### src/rtl/vd_pkg.sv
// Shared definitions for the pipelined ripple-carry adder: mode encodings and stage-count helper.
package vd_pkg;

    typedef enum logic {
        MODE_WRAP = 1'b0,
        MODE_SAT  = 1'b1
    } mode_e;

    // Number of SEG-bit segment stages; degenerate parameters map to 1 so elaboration reaches the check.
    function automatic int unsigned nstage(input int width, input int seg);
        if ((seg < 1) || (width < seg)) begin
            return 32'd1;
        end
        return 32'(width / seg);
    endfunction

endpackage

### src/rtl/rca_seg.sv
// Combinational SEG-bit ripple-carry adder segment.
module rca_seg
    import vd_pkg::*;
#(
    parameter int SEG = 2
) (
    input  logic [SEG-1:0] a,
    input  logic [SEG-1:0] b,
    input  logic           ci,
    output logic [SEG-1:0] sum,
    output logic           co
);

    logic w_c;

    always_comb begin
        sum = '0;
        w_c = ci;
        for (int i = 0; i < SEG; i++) begin
            sum[i] = a[i] ^ b[i] ^ w_c;
            w_c    = (a[i] & b[i]) | (w_c & (a[i] ^ b[i]));
        end
        co = w_c;
    end

endmodule

### src/rtl/rca_pipe.sv
// Pipelined ripple-carry adder: SEG bits per stage, registered inter-segment carries,
// operand skew / sum deskew, optional saturation, global stall.
module rca_pipe
    import vd_pkg::*;
#(
    parameter int WIDTH = 8,
    parameter int SEG   = 2
) (
    input  logic             clk,
    input  logic             rst,
    input  logic             in_valid,
    input  logic [WIDTH-1:0] x,
    input  logic [WIDTH-1:0] y,
    input  logic             cin,
    input  logic             sat_en,
    input  logic             stall,
    output logic             out_valid,
    output logic [WIDTH-1:0] s,
    output logic             cout,
    output logic             ovf
);

    localparam int unsigned NSTAGE = nstage(WIDTH, SEG);

    if ((SEG < 1) || (WIDTH < SEG) || ((WIDTH % ((SEG < 1) ? 1 : SEG)) != 0)) begin : g_param_check
        $error("rca_pipe: WIDTH must be a positive multiple of SEG");
    end

    // Stage j inputs (valid, carry) and segment carry-outs.
    logic [NSTAGE-1:0] w_vin;
    logic [NSTAGE-1:0] w_cin;
    logic [NSTAGE-1:0] w_co;
    // r_v[NSTAGE-1] / r_c[NSTAGE-1] double as out_valid / cout.
    logic [NSTAGE-1:0] r_v;
    logic [NSTAGE-1:0] r_c;
    logic [WIDTH-1:0]  w_raw;
    logic              w_sat;
    logic [WIDTH-1:0]  w_s_nxt;
    logic [WIDTH-1:0]  r_s;

    assign w_vin[0] = in_valid;
    assign w_cin[0] = cin;

    for (genvar j = 1; j < NSTAGE; j++) begin : g_link
        assign w_vin[j] = r_v[j-1];
        assign w_cin[j] = r_c[j-1];
    end

    // Carries are masked by valid so an empty slot never reports a carry-out.
    always_ff @(posedge clk) begin
        if (rst) begin
            r_v <= '0;
            r_c <= '0;
        end else if (!stall) begin
            r_v <= w_vin;
            r_c <= w_co & w_vin;
        end
    end

    for (genvar j = 0; j < NSTAGE; j++) begin : g_seg
        logic [SEG-1:0] w_a;
        logic [SEG-1:0] w_b;
        logic [SEG-1:0] w_sum;

        if (j == 0) begin : g_direct
            assign w_a = x[SEG-1:0];
            assign w_b = y[SEG-1:0];
        end else begin : g_skew
            // Segment j operands wait j cycles so they meet their carry.
            logic [SEG-1:0] r_xd [j];
            logic [SEG-1:0] r_yd [j];

            always_ff @(posedge clk) begin
                if (rst) begin
                    for (int d = 0; d < j; d++) begin
                        r_xd[d] <= '0;
                        r_yd[d] <= '0;
                    end
                end else if (!stall) begin
                    r_xd[0] <= x[j*SEG +: SEG];
                    r_yd[0] <= y[j*SEG +: SEG];
                    for (int d = 1; d < j; d++) begin
                        r_xd[d] <= r_xd[d-1];
                        r_yd[d] <= r_yd[d-1];
                    end
                end
            end

            assign w_a = r_xd[j-1];
            assign w_b = r_yd[j-1];
        end

        rca_seg #(.SEG(SEG)) u_seg (
            .a   (w_a),
            .b   (w_b),
            .ci  (w_cin[j]),
            .sum (w_sum),
            .co  (w_co[j])
        );

        if (j < NSTAGE - 1) begin : g_deskew
            localparam int unsigned DEPTH = NSTAGE - 1 - j;
            logic [SEG-1:0] r_sd [DEPTH];

            always_ff @(posedge clk) begin
                if (rst) begin
                    for (int d = 0; d < int'(DEPTH); d++) begin
                        r_sd[d] <= '0;
                    end
                end else if (!stall) begin
                    r_sd[0] <= w_sum;
                    for (int d = 1; d < int'(DEPTH); d++) begin
                        r_sd[d] <= r_sd[d-1];
                    end
                end
            end

            assign w_raw[j*SEG +: SEG] = r_sd[DEPTH-1];
        end else begin : g_last
            assign w_raw[j*SEG +: SEG] = w_sum;
        end
    end

    // Saturate mode travels with its operation up to the final stage.
    if (NSTAGE > 1) begin : g_sat_pipe
        logic [NSTAGE-2:0] r_satd;

        always_ff @(posedge clk) begin
            if (rst) begin
                r_satd <= '0;
            end else if (!stall) begin
                r_satd[0] <= sat_en;
                for (int i = 1; i < int'(NSTAGE) - 1; i++) begin
                    r_satd[i] <= r_satd[i-1];
                end
            end
        end

        assign w_sat = r_satd[NSTAGE-2];
    end else begin : g_sat_direct
        assign w_sat = sat_en;
    end

    always_comb begin
        w_s_nxt = '0;
        if (w_vin[NSTAGE-1]) begin
            if ((mode_e'(w_sat) == MODE_SAT) && w_co[NSTAGE-1]) begin
                w_s_nxt = '1;
            end else begin
                w_s_nxt = w_raw;
            end
        end
    end

    always_ff @(posedge clk) begin
        if (rst) begin
            r_s <= '0;
        end else if (!stall) begin
            r_s <= w_s_nxt;
        end
    end

    assign out_valid = r_v[NSTAGE-1];
    assign s         = r_s;
    assign cout      = r_c[NSTAGE-1];
    assign ovf       = r_c[NSTAGE-1];

endmodule
### config.mk
export PLATFORM = sky130hd
export DESIGN_NAME = rca_pipe
export DESIGN_NICKNAME = d
export VERILOG_FILES = /design/src/rtl/vd_pkg.sv /design/src/rtl/rca_seg.sv /design/src/rtl/rca_pipe.sv
export SDC_FILE = /design/constraint.sdc
export NUM_CORES = 1
export LEC_CHECK = 0
export CAP_MARGIN = 25
export CORE_MARGIN = 2
export CORE_UTILIZATION = 45
export CTS_CLUSTER_SIZE = 30
export DETAILED_ROUTE_END_ITERATION = 8
export HOLD_SLACK_MARGIN = 0.02
export PLACE_DENSITY = 0.68
export REMOVE_ABC_BUFFERS = 1
export SKIP_CTS_REPAIR_TIMING = 1
export SLEW_MARGIN = 0
export SYNTH_ARGS = -nofsm -noshare
export SYNTH_HDL_FRONTEND = slang
export SYNTH_SLANG_ARGS = --single-unit
### constraint.sdc
create_clock -name clk -period 4.53 [get_ports clk]
set_clock_uncertainty 0.1 [all_clocks]
set_input_delay 0.906 -clock clk [delete_from_list [all_inputs] [get_ports clk]]
set_output_delay 0.906 -clock clk [all_outputs]
set_load 0.02 [all_outputs]
==> metrics <==
Overall Power 974 uW; Hold Path Depth 2; unrepaired setup endpoints after global routing no; worst min path class reg -> reg; row count 25; worst-case vdd ir drop 163 uV; die height 74.9 um; vias per inst 4.63; final instance area 2740 um^2; H-Tree Depth 2; n_diodes 0; Skew-Pair Late Insertion Delay 0.31 ns; r2r worst-path depth 6; Die W 74.9 um; Max stage delay on crit path 0.45 ns; I/O pins 33; slowest cell on the critical path clkdlybuf4s50_1; sequential element share of the synthesized area 0.647; Worst EP required 4.50 ns; max_cap viols 0; initial antenna violation count 0; Final Hold Fails 0; Core ar. 4790 um^2; Critical R2R Launch g_seg[3].g_skew.r_xd[0][4]; Die ar. 5600 um^2; Crit. End Element register; synthesis warning total 0; Crit Path Max Fanout 1; power density cells 355 nW/um^2; routed length per instance 12.2 um; CTS Sinks 55; sequence of cells on the critical path clkdlybuf4s50_1, inv_1, fa_1, inv_1, fa_1, and2_1; slew margin rel. 0.565; quantity of I/O buffers inserted on ports 32; first-pass GRT wire length 5450 um; status finished, final reports clean; Starting DRT DRC Count 64; CTS tree yes; Residual DRC 0; fin. max-slew vios 0; gr usage total 0.133; Routed WL 3240 um; Leak Pwr 0.00108 uW; Worst Setup Start Kind input pin; post-route antenna net violation count 0; Nets 227; Final Cycle Share 0.543; final setup fails 0; clk buf depth 2; Worst R2R Setup Slack 2.70 ns; initial core utilization 0.472; Seq cells post-synth 55; area grow syn2layout 21.4%; placed cell area 2620 um^2; Setup CP Type in -> reg; Via Count 1226; Achievable Freq 406 MHz; routability cong. 0.668; number of buffers created by CTS 5; hold_sp r_c[1]; Syn Inst Count 164; area leader, netlist edfxtp_1; clk root buf clkbuf_8; DR pass1 iterations 4; worst-margin pin slew 0.651 ns; share of the synthesized area in the top cell type 0.478; share of layout cells above drive strength 1 0.0758; minimum clock period 2.46 ns; vias in the first global route 1272; dpl hpwl 2310 um; Synth area leaders edfxtp_1, dfxtp_1, and2_1; total gr overflow 0; hold worst-path end r_c[1]; RR Endpoint s[7]; Syn Area/Cell 13.8 um^2; largest net degree at the start of global routing 34; arrival time at the worst endpoint 2.43 ns; Syn Std Cell Area 2260 um^2; Yosys cell types 21; Clk pin slew, worst setup/hold paths 0.10 ns; Setup TNS 0 ns
-- area by class of cell --
| class | count | area [um^2] |
|---|---|---|
| Tap cell | 67 | 83.8 |
| Sequential cell | 55 | 1460 |
| Inverter | 18 | 70.1 |
| Clock inverter | 3 | 43.8 |
| Clock buffer | 5 | 68.8 |
| Timing Repair Buffer | 35 | 347 |
| Fill cell | 397 | 2040 |
| Multi-Input combinational cell | 82 | 668 |
-- logic make-up after synthesis --
logic type,synth area share
AOI/OAI and AO/OA,0.0565
adders and majority gates,0.0709
buffers and inverters,0.0576
DFF,0.647
muxes,0.0310
and+or+nand+nor,0.137
-- where the power goes --
part / switching [uW] / internal [uW]
Sequential: 9.83 / 566
Clock: 152 / 165
Combinational: 39.6 / 42.9
Total: 201 / 773
-- through the flow --
stage / std cells / utilization / worst slack [ns] / hold WS [ns]
after global placement: 256 / 0.547 / 1.61 / 0.360
final: 265 / 0.573 / 2.07 / 0.371
after global routing: 265 / 0.573 / 1.95 / 0.390
after CTS: 264 / 0.571 / 1.86 / 0.378
after detailed placement: 256 / 0.547 / 1.53 / 0.364
after floorplan: 155 / - / 2.22 / 0.333
-- cell usage after synthesis --
cell and n:
a21oi_1 4, nand3b_1 4, fa_1 8, and2_1 33, inv_1 17, a21o_1 1, inv_4 1, buf_4 3
dfxtp_1 19, mux2i_1 7, edfxtp_1 36, nor2_4 1, buf_6 2, o221a_1 7, nor2_1 7, nor3_1 3
nand2b_1 1, clkbuf_1 4, o21ba_2 1, nand2_1 4, o221a_2 1
-- critical path: cells and delay by family --
kind	cells	cell delay, ns
adder cells (fa/ha/maj)	2	0.81
buffers and inverters	3	0.57
AND/OR/NAND/NOR	1	0.15
-- routing by layer --
| metal | wire length (um) | up-vias | track usage |
|---|---|---|---|
| met2 | 1650 | 34 | 0.233 |
| met4 | 55 | 0 | 0.0476 |
| li1 | - | 613 | - |
| met5 | 0 | - | 0 |
| met1 | 1370 | 573 | 0.151 |
| met3 | 164 | 6 | 0.0442 |
-- registers in the layout, summed over array words and instances (netlist names) --
| name | flops |
|---|---|
| g_sat_pipe.r_satd | 3 |
| s | 8 |
| g_seg.g_skew.r_yd | 12 |
| g_seg.g_deskew.r_sd | 12 |
| r_v | 4 |
| r_c | 4 |
| g_seg.g_skew.r_xd | 12 |
-- cell usage in the layout, fill, tap and decap left out --
master / count
o221a_1: 7
buf_4: 2
bufinv_16: 1
o221a_2: 1
clkinv_2: 1
clkinv_4: 1
buf_6: 1
clkdlybuf4s50_1: 32
clkbuf_8: 5
inv_1: 17
nand2_1: 4
edfxtp_1: 36
nand2b_1: 1
fa_1: 8
a21o_1: 1
o21ba_2: 1
dfxtp_1: 19
nand3b_1: 4
a21oi_1: 4
and2_1: 33
nor3_1: 3
inv_4: 1
nor2_4: 1
mux2i_1: 7
nor2_1: 7
-- how the worst max path moves through the flow --
stage	from	end	slack, ns
floorplan	rst	g_seg[0].g_deskew.r_sd[0][0]	2.22
global placement	stall	g_seg[0].g_deskew.r_sd[0][5]	1.61
detailed placement	stall	g_seg[3].g_skew.r_xd[0][0]	1.53
CTS	stall	g_seg[3].g_skew.r_xd[0][0]	1.86
global route	rst	g_seg[3].g_skew.r_xd[0][5]	1.95
finish	y[0]	g_seg[0].g_deskew.r_sd[0][1]	2.07
(Power assumes the default switching activity.)
